==> config.mk <==
export PLATFORM = sky130hd
export DESIGN_NAME = vcu_arbiter_flat
export DESIGN_NICKNAME = d
export VERILOG_FILES = /design/src/rtl/vcu_arbiter_if.sv /design/src/rtl/vcu_arbiter.sv /design/src/flat_wrapper.sv
export SDC_FILE = /design/constraint.sdc
export NUM_CORES = 1
export LEC_CHECK = 0
export ABC_CLOCK_PERIOD_IN_PS = 4600
export CORE_MARGIN = 5
export CORE_UTILIZATION = 50
export CTS_BUF_LIST = sky130_fd_sc_hd__clkbuf_8
export CTS_CLUSTER_DIAMETER = 60
export CTS_CLUSTER_SIZE = 30
export DETAILED_ROUTE_END_ITERATION = 16
export PLACE_DENSITY_LB_ADDON = 0.12
export SLEW_MARGIN = 20
export SYNTH_ARGS = -nofsm -noshare
export SYNTH_HDL_FRONTEND = slang
export SYNTH_SLANG_ARGS = --single-unit
==> constraint.sdc <==
create_clock -name clk -period 4.6 [get_ports clk]
set_clock_uncertainty 0.15 [all_clocks]
set_input_delay 0.92 -clock clk [delete_from_list [all_inputs] [get_ports clk]]
set_output_delay 0.92 -clock clk [all_outputs]
set_load 0.005 [all_outputs]
==> src/rtl/vcu_arbiter_if.sv <==
// -----------------------------------------------------------------------------
// vcu_arbiter_if
// Bundles the two CPU-side write ports, their status words and the shared VCU
// register port of vcu_arbiter.
//
// Signals (per core pN, N = 0/1):
//   pN_ctrl / pN_ctrl_we     core control data and write strobe
//   pN_wdata / pN_wdata_we   core write data and write strobe
//   pN_rdata                 per-core status word back to the core
// Shared VCU side:
//   vcu_ready                VCU accepts a write at the next edge
//   vcu_reg_control(_we)     forwarded control value and one-cycle pulse
//   vcu_reg_wdata(_we)       forwarded data value and one-cycle pulse
//   vcu_src                  source core of the current/last write
//
// Modports: slave = the arbiter, master = the environment (cores + VCU).
// -----------------------------------------------------------------------------
interface vcu_arbiter_if #(
  parameter int DATA_W = 32
);
  logic [DATA_W-1:0] p0_ctrl;
  logic              p0_ctrl_we;
  logic [DATA_W-1:0] p0_wdata;
  logic              p0_wdata_we;
  logic [DATA_W-1:0] p0_rdata;
  logic [DATA_W-1:0] p1_ctrl;
  logic              p1_ctrl_we;
  logic [DATA_W-1:0] p1_wdata;
  logic              p1_wdata_we;
  logic [DATA_W-1:0] p1_rdata;
  logic              vcu_ready;
  logic [DATA_W-1:0] vcu_reg_control;
  logic              vcu_reg_control_we;
  logic [DATA_W-1:0] vcu_reg_wdata;
  logic              vcu_reg_wdata_we;
  logic              vcu_src;

  modport slave (
    input  p0_ctrl, p0_ctrl_we, p0_wdata, p0_wdata_we,
    input  p1_ctrl, p1_ctrl_we, p1_wdata, p1_wdata_we,
    input  vcu_ready,
    output p0_rdata, p1_rdata,
    output vcu_reg_control, vcu_reg_control_we,
    output vcu_reg_wdata, vcu_reg_wdata_we, vcu_src
  );

  modport master (
    output p0_ctrl, p0_ctrl_we, p0_wdata, p0_wdata_we,
    output p1_ctrl, p1_ctrl_we, p1_wdata, p1_wdata_we,
    output vcu_ready,
    input  p0_rdata, p1_rdata,
    input  vcu_reg_control, vcu_reg_control_we,
    input  vcu_reg_wdata, vcu_reg_wdata_we, vcu_src
  );
endinterface

==> src/rtl/vcu_arbiter.sv <==
// -----------------------------------------------------------------------------
// vcu_arbiter
// Shares one VCU register port between two CPU cores. Each core's control and
// wdata strobes are queued in a private 2-entry FIFO and drained round-robin,
// one write per cycle while vcu_ready is high. Each core gets a status word:
//   rdata[0] = tick timer expired, rdata[1] = sticky overflow,
//   rdata[2] = FIFO non-empty, upper bits zero.
//
// Ports:
//   clk    single clock, posedge
//   rst_n  asynchronous active-low reset
//   bus    vcu_arbiter_if.slave (core write ports, status, VCU port)
//
// Build option: VCU_ARB_TIMER_EN enables the per-core tick timers (reloaded by
// each wdata strobe). Without it no timer registers exist and rdata[0] reads 1.
// -----------------------------------------------------------------------------
module vcu_arbiter #(
  parameter int                DATA_W      = 32,
  parameter int                TICK_W      = 28,
  parameter logic [TICK_W-1:0] TICK_RELOAD = 28'h2FAF080
) (
  input logic           clk,
  input logic           rst_n,
  vcu_arbiter_if.slave  bus
);

  localparam logic KIND_CTRL  = 1'b0;
  localparam logic KIND_WDATA = 1'b1;

  typedef struct packed {
    logic              kind;
    logic [DATA_W-1:0] data;
  } entry_t;

  // Per-core views of the interface so both cores share one description.
  logic [DATA_W-1:0] ctrl_i  [2];
  logic [DATA_W-1:0] wdata_i [2];
  logic [1:0]        ctrl_we_i;
  logic [1:0]        wdata_we_i;

  assign ctrl_i[0]  = bus.p0_ctrl;
  assign ctrl_i[1]  = bus.p1_ctrl;
  assign wdata_i[0] = bus.p0_wdata;
  assign wdata_i[1] = bus.p1_wdata;
  assign ctrl_we_i  = {bus.p1_ctrl_we,  bus.p0_ctrl_we};
  assign wdata_we_i = {bus.p1_wdata_we, bus.p0_wdata_we};

  // FIFO: slot 0 is always the head; a pop shifts slot 1 down.
  entry_t      fifo_q [2][2];
  entry_t      fifo_d [2][2];
  logic [1:0]  cnt_q  [2];
  logic [1:0]  cnt_d  [2];
  logic [1:0]  ovf_q, ovf_d;
  logic        last_q;

  logic [1:0]  ne;
  logic [1:0]  pop;
  logic        grant;
  logic        winner;
  entry_t      head;
  logic [1:0]  expired;

  logic [DATA_W-1:0] ctrl_q, wdata_q;
  logic              ctrl_we_q, wdata_we_q, src_q;

  // Round-robin: with both cores pending, the one not granted last time wins.
  always_comb begin
    ne[0]  = (cnt_q[0] != 2'd0);
    ne[1]  = (cnt_q[1] != 2'd0);
    grant  = bus.vcu_ready && (ne != 2'b00);
    winner = (ne == 2'b11) ? ~last_q : ne[1];
    pop    = grant ? (winner ? 2'b10 : 2'b01) : 2'b00;
    head   = fifo_q[winner][0];
  end

  // Pop first (frees a slot), then control push, then wdata push, each taking
  // the next free slot; whatever does not fit is dropped and flags overflow.
  always_comb begin
    logic [1:0] fill;
    logic       ovf_set;
    // NOTE: every combinational output gets a default before any branch, so no
    // path leaves a value unassigned and no latch is inferred.
    fill    = 2'd0;
    ovf_set = 1'b0;
    fifo_d  = fifo_q;
    cnt_d   = cnt_q;
    ovf_d   = ovf_q;
    for (int c = 0; c < 2; c++) begin
      fill    = cnt_q[c] - {1'b0, pop[c]};
      ovf_set = 1'b0;
      if (pop[c]) fifo_d[c][0] = fifo_q[c][1];
      if (ctrl_we_i[c]) begin
        if (fill != 2'd2) begin
          fifo_d[c][fill[0]] = {KIND_CTRL, ctrl_i[c]};
          fill = fill + 2'd1;
        end else begin
          ovf_set = 1'b1;
        end
      end
      if (wdata_we_i[c]) begin
        if (fill != 2'd2) begin
          fifo_d[c][fill[0]] = {KIND_WDATA, wdata_i[c]};
          fill = fill + 2'd1;
        end else begin
          ovf_set = 1'b1;
        end
      end
      cnt_d[c] = fill;
      // Set beats clear when both happen in the same cycle.
      ovf_d[c] = ovf_set | (ovf_q[c] & ~(ctrl_we_i[c] & ctrl_i[c][DATA_W-1]));
    end
  end

  // NOTE: FIFO storage carries no reset; emptiness is defined by cnt_q alone,
  // so stale slot contents are never observed.
  always_ff @(posedge clk) begin
    fifo_q <= fifo_d;
  end

  // NOTE: sequential state is updated with non-blocking assignments only, so
  // every register samples pre-edge values regardless of statement order.
  always_ff @(posedge clk or negedge rst_n) begin
    if (!rst_n) begin
      cnt_q[0]   <= 2'd0;
      cnt_q[1]   <= 2'd0;
      ovf_q      <= 2'b00;
      last_q     <= 1'b1;
      ctrl_q     <= '0;
      wdata_q    <= '0;
      ctrl_we_q  <= 1'b0;
      wdata_we_q <= 1'b0;
      src_q      <= 1'b0;
    end else begin
      cnt_q      <= cnt_d;
      ovf_q      <= ovf_d;
      ctrl_we_q  <= grant && (head.kind == KIND_CTRL);
      wdata_we_q <= grant && (head.kind == KIND_WDATA);
      if (grant) begin
        src_q  <= winner;
        last_q <= winner;
        if (head.kind == KIND_WDATA) wdata_q <= head.data;
        else                         ctrl_q  <= head.data;
      end
    end
  end

`ifdef VCU_ARB_TIMER_EN
  // Tick timers: any sampled wdata strobe reloads, even if the write is
  // dropped; otherwise count down until the MSB (expired flag) sets, then hold.
  logic [TICK_W-1:0] tick_q [2];

  always_ff @(posedge clk or negedge rst_n) begin
    if (!rst_n) begin
      tick_q[0] <= TICK_RELOAD;
      tick_q[1] <= TICK_RELOAD;
    end else begin
      for (int c = 0; c < 2; c++) begin
        if (wdata_we_i[c])              tick_q[c] <= TICK_RELOAD;
        else if (!tick_q[c][TICK_W-1])  tick_q[c] <= tick_q[c] - TICK_W'(1);
      end
    end
  end

  assign expired = {tick_q[1][TICK_W-1], tick_q[0][TICK_W-1]};
`else
  assign expired = 2'b11;
`endif

  assign bus.p0_rdata = {{(DATA_W-3){1'b0}}, ne[0], ovf_q[0], expired[0]};
  assign bus.p1_rdata = {{(DATA_W-3){1'b0}}, ne[1], ovf_q[1], expired[1]};

  assign bus.vcu_reg_control    = ctrl_q;
  assign bus.vcu_reg_control_we = ctrl_we_q;
  assign bus.vcu_reg_wdata      = wdata_q;
  assign bus.vcu_reg_wdata_we   = wdata_we_q;
  assign bus.vcu_src            = src_q;

endmodule

==> src/flat_wrapper.sv <==
// flat-port wrapper written by rule: the top's interface ports become plain ports
module vcu_arbiter_flat 
#(
  parameter int                DATA_W      = 32,
  parameter int                TICK_W      = 28,
  parameter logic [TICK_W-1:0] TICK_RELOAD = 28'h2FAF080
)
  (clk, rst_n, bus_p0_ctrl, bus_p0_ctrl_we, bus_p0_wdata, bus_p0_wdata_we, bus_p1_ctrl, bus_p1_ctrl_we, bus_p1_wdata, bus_p1_wdata_we, bus_vcu_ready, bus_p0_rdata, bus_p1_rdata, bus_vcu_reg_control, bus_vcu_reg_control_we, bus_vcu_reg_wdata, bus_vcu_reg_wdata_we, bus_vcu_src);
  vcu_arbiter_if #(.DATA_W(DATA_W)) bus_i ();
  input logic clk;
  input logic rst_n;
  input wire logic [$bits(bus_i.p0_ctrl)-1:0] bus_p0_ctrl;
  input wire logic [$bits(bus_i.p0_ctrl_we)-1:0] bus_p0_ctrl_we;
  input wire logic [$bits(bus_i.p0_wdata)-1:0] bus_p0_wdata;
  input wire logic [$bits(bus_i.p0_wdata_we)-1:0] bus_p0_wdata_we;
  input wire logic [$bits(bus_i.p1_ctrl)-1:0] bus_p1_ctrl;
  input wire logic [$bits(bus_i.p1_ctrl_we)-1:0] bus_p1_ctrl_we;
  input wire logic [$bits(bus_i.p1_wdata)-1:0] bus_p1_wdata;
  input wire logic [$bits(bus_i.p1_wdata_we)-1:0] bus_p1_wdata_we;
  input wire logic [$bits(bus_i.vcu_ready)-1:0] bus_vcu_ready;
  output wire logic [$bits(bus_i.p0_rdata)-1:0] bus_p0_rdata;
  output wire logic [$bits(bus_i.p1_rdata)-1:0] bus_p1_rdata;
  output wire logic [$bits(bus_i.vcu_reg_control)-1:0] bus_vcu_reg_control;
  output wire logic [$bits(bus_i.vcu_reg_control_we)-1:0] bus_vcu_reg_control_we;
  output wire logic [$bits(bus_i.vcu_reg_wdata)-1:0] bus_vcu_reg_wdata;
  output wire logic [$bits(bus_i.vcu_reg_wdata_we)-1:0] bus_vcu_reg_wdata_we;
  output wire logic [$bits(bus_i.vcu_src)-1:0] bus_vcu_src;
  assign bus_i.p0_ctrl = bus_p0_ctrl;
  assign bus_i.p0_ctrl_we = bus_p0_ctrl_we;
  assign bus_i.p0_wdata = bus_p0_wdata;
  assign bus_i.p0_wdata_we = bus_p0_wdata_we;
  assign bus_i.p1_ctrl = bus_p1_ctrl;
  assign bus_i.p1_ctrl_we = bus_p1_ctrl_we;
  assign bus_i.p1_wdata = bus_p1_wdata;
  assign bus_i.p1_wdata_we = bus_p1_wdata_we;
  assign bus_i.vcu_ready = bus_vcu_ready;
  assign bus_p0_rdata = bus_i.p0_rdata;
  assign bus_p1_rdata = bus_i.p1_rdata;
  assign bus_vcu_reg_control = bus_i.vcu_reg_control;
  assign bus_vcu_reg_control_we = bus_i.vcu_reg_control_we;
  assign bus_vcu_reg_wdata = bus_i.vcu_reg_wdata;
  assign bus_vcu_reg_wdata_we = bus_i.vcu_reg_wdata_we;
  assign bus_vcu_src = bus_i.vcu_src;
  vcu_arbiter #(.DATA_W(DATA_W), .TICK_W(TICK_W), .TICK_RELOAD(TICK_RELOAD)) u_core (.clk(clk), .rst_n(rst_n), .bus(bus_i));
endmodule
==> results of run 1 <==
[routing by layer]
layer	vias to the layer above	GRT usage, %	share of wire, %
li1	3752	-	-
met1	3634	32.4	47
met2	240	33.7	44
met3	34	4.97	7.3
met4	0	5.76	2.5
met5	-	0	0
[power groups by stage]
| stage | logic, mW | clock network (mW) | registers [mW] |
|---|---|---|---|
| finish | 5.17 | 1.09 | 3.38 |
| CTS | 5.20 | 1.12 | 3.37 |
| floorplan | 3.56 | 0 | 3.24 |
| global placement | 5.07 | 0 | 3.39 |
| detailed placement | 5.18 | 0 | 3.41 |
| global route | 5.74 | 1.20 | 3.49 |
[through the flow]
stage          instance area (um^2)  util [%]  power (mW)  setup slack (ps)
2_1_floorplan                 10100         -        6.79               776
3_3_place_gp                  12100      61.8        8.46               383
3_5_place_dp                  12100      61.8        8.58               332
4_1_cts                       12400      63.6        9.69               847
5_1_grt                       12400      63.6        10.4               646
6_report                      12400      63.6        9.64               804
[cells in the final DEF (no fill, tap or decap), drive strengths merged, types with 3 or more instances in the layout]
cell type / count
a21oi: 99
buf: 23
clkbuf: 20
clkdlybuf4s50: 204
clkinv: 4
conb: 60
dfrtp: 73
dfxtp: 132
ha: 5
inv: 12
mux2: 129
mux2i: 99
nand2: 75
nand2b: 3
nand3: 4
nor2: 135
o21ai: 105
[sequential cells by signal (all words and copies together) (netlist names)]
signal and count:
u_core.bus.vcu_reg_control_we 1, u_core.ovf_q 2, u_core.last_q 1, u_core.fifo_q 132, u_core.bus.vcu_reg_wdata_we 1, u_core.bus.vcu_reg_wdata 32
u_core.bus.vcu_src 1, u_core.bus.vcu_reg_control 32, u_core.cnt_q 4
[cell usage after synthesis]
cell type,n,area (um^2)
buf_1,3,11.3
buf_2,18,90.1
mux2_2,100,1130
o21ai_0,104,521
clkbuf_1,42,158
nor2_1,135,507
dfrtp_1,73,1830
or2_2,1,6.26
o211a_1,1,10.0
o211ai_1,1,7.51
nand4b_1,1,8.76
nand3_1,4,20.0
buf_4,60,450
nor2b_1,1,6.26
nand2b_1,3,18.8
buf_6,3,33.8
nor3_1,2,10.0
o21a_1,2,15.0
mux2i_1,99,991
xor2_1,1,8.76
o2111ai_2,1,15.0
and3b_1,1,8.76
nand2_1,75,282
dfstp_2,1,26.3
a21o_1,2,15.0
a22oi_1,2,15.0
dfxtp_1,132,2640
o21ai_1,1,5.00
nor4b_4,1,23.8
a21oi_1,99,495
ha_1,5,62.6
o2111ai_1,1,8.76
mux2_4,29,435
or3b_1,1,8.76
inv_1,7,26.3
conb_1,2,7.51
or3_1,1,6.26
o22ai_1,1,6.26
o31ai_1,2,15.0
[cell type report]
cell class | instances | area, um^2
clock buffers | 20 | 275
well taps | 265 | 332
multi-input cells | 737 | 4950
inverters | 7 | 26.3
repair buffers | 227 | 2250
diodes | 1 | 2.50
flip-flops and latches | 206 | 4500
fillers | 1698 | 7100
clock inverters | 9 | 85.1
[worst max-delay path by stage]
stage,cells past startpoint,to,startpoint
after floorplan,15,u_core.fifo_q[68],bus_vcu_ready
after global placement,11,u_core.fifo_q[22],bus_vcu_ready
after detailed placement,11,u_core.fifo_q[16],bus_vcu_ready
after CTS,11,u_core.fifo_q[10],bus_vcu_ready
after global routing,14,u_core.fifo_q[118],bus_vcu_ready
final,11,u_core.fifo_q[10],bus_vcu_ready
[critical path: stages]
cell and delay (ps):
clkdlybuf4s50_1 530, inv_1 120, nor4b_4 380, nor2_1 180
ha_1 300, nand2_1 80, o21ai_0 140, ha_1 250
or3b_2 480, buf_4 290, mux2_4 340
[kinds of logic (layout without fill, tap and decap cells)]
family / Yosys count / in the layout / share of synthesized area (%)
flops: 206 / 206 / 45.3
compound gates: 217 / 217 / 11.4
xor+xnor: 1 / 1 / 0.0882
mux: 228 / 228 / 25.7
simple gates: 226 / 226 / 9.12
other cells: 2 / 61 / 0.0756
buf+inv: 133 / 263 / 7.75
fa+ha+maj: 5 / 5 / 0.630
==> impl_metrics.csv, run 1 <==
group,metric,value,unit
floorplan,fp.dieW,151,um
yosys,synth_area,9930,um^2
sta,grt_setup_unrepaired,"no",
floorplan,start_util,50.9,%
sta,setup_viol,0,
sta,fmax,263,MHz
sta,period_share,82.5,%
cts,clk_latency,510,ps
sta,timing.hold.ws,228,ps
yosys,synth_cell_type_count,39,
job,maxCapViolCount,0,
cts,cts_resized,0,
final_layout,drive_gt1_share,16.1,%
grt,grt_pass1_wl,40.3,mm
final_layout,nNetsFinal,1336,
worst_hold_path,hold_path_class,"input pin to async pin",
place,gp_congestion,0.852,
floorplan,ioPinCount,266,
sta,finalSetupTns,0,ps
power,power_frac_seq,35.0,%
place,dp.cells,1442,
cts,cts-htree-levels,1,
yosys,avgSynthCellArea,9.76,um^2
floorplan,core,19500,um^2
power,power.leakage,5.17,nW
power,vdd_ir_drop_max,0.356,mV
cts,cts_root_buffer,"clkbuf_8",
cts,ctsHoldBuffers,0,
detailed_routing,firstDrtPassIters,5,
cts,numCtsBuffers,17,
setup_path,r2r_cells,14,
cts,cts_setup_buffers,0,
place,io_buffers,205,
yosys,ys_ff_latch,206,
status,status,"finished, final reports clean",
yosys,ys_warn_count,0,
detailed_routing,drt_wl_total,26.0,mm
yosys,yosysSeqAreaShare,45.3,%
setup_path,worstSetupStartpointType,"input pin",
setup_path,worstPathArrival,4030,ps
sta,worst_slew_pin_slew,822,ps
power,pwr-share-clk,11.3,%
sta,finalHoldViolCount,0,
detailed_routing,wl_per_cell,17.7,um
detailed_routing,drc,0,
power,p_per_area,776,nW/um^2
grt,grt_antenna_before_repair,1,
cts,clockBufferDepth,3,
setup_path,worstReg2RegEnd,"u_core.fifo_q[106]",
floorplan,die-area,22800,um^2
grt,grt.overflow.total,0,
setup_path,r2r-start,"u_core.cnt_q[0]",
setup_path,regToRegSetupSlack,1010,ps
setup_path,critPathCaptureType,"flop",
grt,grt_max_degree,66,
sta,relSlewSlack,44.6,%
yosys,synthCells,1018,
final_layout,stdcell_count,1472,
power,intPower,5.92,mW
place,dp.final_hpwl,18.3,mm
final_layout,areaGrowthSynthToFinish,25.1,%
cts,clk_pin_slew,130,ps
setup_path,critPathKind,"input pin to flop",
detailed_routing,antenna_left,0,
detailed_routing,via_per_inst,5.20,
sta,period_minus_slack,3800,ps
cts,cts_num_sinks,206,
power,pwr-share-comb,53.6,%
power,p_sw,3.72,mW
floorplan,row_count,51,
cts,cts_tree,"done",
floorplan,die_y,151,um
setup_path,worst-path-max-fanout,23,
sta,final_max_slew_viol_count,0,
power,p_sw_share,38.6,%
detailed_routing,dr.first_iter.drc_count,383,
grt,grt.total_usage,22.3,%
grt,grt_pass1_vias,7336,
setup_path,crit_required,4840,ps
detailed_routing,routed-via-count,7660,
(Power assumes the default switching activity.)
==> run 2, diff against run 1 <==
--- a/config.mk
+++ b/config.mk
@@ -5,9 +5,9 @@
 export SDC_FILE = /design/constraint.sdc
 export NUM_CORES = 1
 export LEC_CHECK = 0
-export ABC_CLOCK_PERIOD_IN_PS = 4600
+export ABC_CLOCK_PERIOD_IN_PS = 3200
 export CORE_MARGIN = 5
-export CORE_UTILIZATION = 50
+export CORE_UTILIZATION = 46
 export CTS_BUF_LIST = sky130_fd_sc_hd__clkbuf_8
 export CTS_CLUSTER_DIAMETER = 60
 export CTS_CLUSTER_SIZE = 30
==> constraint.sdc (replaced) <==
create_clock -name clk -period 3.2 [get_ports clk]
set_clock_uncertainty 0.15 [all_clocks]
set_input_delay 0.64 -clock clk [delete_from_list [all_inputs] [get_ports clk]]
set_output_delay 0.64 -clock clk [all_outputs]
set_load 0.005 [all_outputs]
==> run 2 against run 1 <==
  * The flow now finishes with violations (negative hold slack)
  * Sequential power increased by 43%
  * Cell area grew 4.1%
  * Non-clock buffer count rose by 33
  * Register-to-register slack worse by 930 ps
  * Critical path depth grew 5
  * Core utilization down 2.5 points
  * Clock power up 61%
  * Global-route usage down 1.4 points
  * Wire length grew 7.6%
  * Combinational power is 61% higher
  * Largest power group unchanged
  * Highest routed layer is now met5
==> impl_metrics.csv, run 2 (synthesis gave the netlist of run 1 again) <==
group,metric,value,unit
grt,grt_pass1_wl,40.9,mm
floorplan,ioPinCount,266,
grt,grtUsageMet3,4.87,%
cts,clk_pin_slew,120,ps
setup_path,worst-path-max-fanout,8,
final_layout,multi_input_area,5040,um^2
final_layout,nNetsFinal,1371,
sta,grt_setup_unrepaired,"yes",
final_layout,register_area,4500,um^2
grt,grt_busiest_layer,"met2",
sta,period_minus_slack,3120,ps
place,dp.final_hpwl,18.7,mm
detailed_routing,dr.first_iter.drc_count,310,
cts,ctsHoldBuffers,0,
sta,final_max_slew_viol_count,0,
grt,use_met2,34.0,%
floorplan,start_util,46.9,%
power,total_power,14.9,mW
cts,cts_num_sinks,206,
job,maxCapViolCount,0,
sta,period_share,97.5,%
cts,cts_tree,"done",
place,pre_cts_ws,-517,ps
sta,setup_slack,79.5,ps
setup_path,critPathKind,"flop to flop",
grt,met1_usage,29.1,%
detailed_routing,antenna_left,0,
setup_path,worstPathArrival,3410,ps
grt,grt_max_degree,75,
detailed_routing,firstDrtPassIters,5,
setup_path,critPathCaptureType,"flop",
worst_hold_path,hold_path_class,"input pin to async pin",
cts,clk_latency,530,ps
sta,timing.hold.ws,-14.5,ps
cts,cts_root_buffer,"clkbuf_8",
setup_path,worstSetupStartpointType,"flop",
detailed_routing,via_per_inst,5.08,
floorplan,core,21200,um^2
floorplan,fp.dieW,157,um
final_layout,final_cell_mix,"clkdlybuf4s50_1 (203), nor2_1 (133), dfxtp_1 (132)",
power,vdd_ir_drop_max,0.499,mV
detailed_routing,routed-via-count,7694,
final_layout,fillCellCount,1817,
sta,worst_slew_pin_slew,751,ps
cts,clockBufferDepth,3,
grt,grt.overflow.total,0,
detailed_routing,drc,0,
floorplan,row_count,53,
grt,grt.total_usage,20.9,%
grt,grt_antenna_before_repair,1,
final_layout,drive_gt1_share,19.3,%
detailed_routing,drt_wl_total,28.0,mm
place,gp_congestion,0.840,
setup_path,crit_required,3490,ps
cts,numCtsBuffers,17,
detailed_routing,wl_per_cell,18.5,um
floorplan,die-area,24600,um^2
final_layout,fin_util,61.2,%
power,power.leakage,5.41,nW
sta,fmax,320,MHz
final_layout,mostFrequentLayoutCell,"clkdlybuf4s50_1",
sta,setup_viol,0,
sta,finalHoldViolCount,15,
final_layout,areaGrowthSynthToFinish,30.3,%
final_layout,stdcell_count,1516,
floorplan,die_y,157,um
cts,cts-htree-levels,1,
final_layout,antennaDiodeCount,0,
place,dp.cells,1474,
place,io_buffers,205,
final_layout,largest_reg_flops,132,
power,p_per_area,1150,nW/um^2
sta,relSlewSlack,50.0,%
grt,grt_pass1_vias,7454,
final_layout,top_register,"u_core.fifo_q",
status,status,"finished, violations left",
status,violations,"negative hold slack",
==> run 2: cell types whose count changed in the layout (fill, tap and decap cells not counted), moves of 3 or more <==
cell and change:
buf_6 +3, buf_12 +6, buf_4 +21, or3_4 +3
o21ai_0 -20, inv_6 +4, clkbuf_8 -3, o21ai_1 +19
==> run 2: path summary, 6_finish.rpt <==
path,startpoint,cells after the start,slack (ps),to
setup / recovery,u_core.cnt_q[2],16,80,u_core.fifo_q[114]
hold reg to reg,u_core.fifo_q[32],2,300,u_core.fifo_q[32]
max in group asynchronous,rst_n,1,2360,u_core.cnt_q[3]
hold / removal,rst_n,1,-10,u_core.ovf_q[1]
setup reg to reg,u_core.cnt_q[2],16,80,u_core.fifo_q[114]
min in group clk,u_core.fifo_q[32],2,300,u_core.fifo_q[32]
==> run 2: critical path, stage by stage, from the launching register on <==
cell and delay [ps]:
dfrtp_1 440, or2_4 260, o211a_4 150, ha_4 160
xor2_2 160, inv_1 80, ha_1 270, mux2i_1 180
inv_1 70, ha_2 170, nand2b_4 160, buf_6 140
nor3_4 200, buf_4 150, clkbuf_16 150, nand2_1 60
o21ai_1 80
==> run 2: power by group <==
group	internal [mW]	switching (mW)
clock	0.732	1.02
sequential	4.04	0.810
combinational	4.43	3.90
==> run 2: layout make-up <==
| cell class | count | area share, % |
|---|---|---|
| inverter | 7 | 0.203 |
| timing repair buffer | 260 | 20.3 |
| tap | 275 | 2.66 |
| multi-input combinational | 739 | 38.9 |
| clock buffer | 17 | 1.81 |
| clock inverter | 12 | 1.30 |
| sequential | 206 | 34.8 |
==> run 2: layer usage <==
metal | up-vias | routed length, um
li1 | 3813 | -
met1 | 3612 | 12500
met2 | 241 | 13000
met3 | 26 | 2060
met4 | 2 | 376
met5 | - | 11
==> run 2: repair_timing <==
item	in CTS	in global routing
buffers inserted	0	8
setup endpoints to repair	1	73
pin swaps	1	6
gates resized for setup	0	30
cloned	0	5
==> run 2: stage by stage <==
stage,TNS (ps),instance area (um^2)
floorplan,-1750,10200
global placement,-39240,12300
detailed placement,-49380,12300
CTS,0,12800
global route,-1450,12900
finish,0,12900
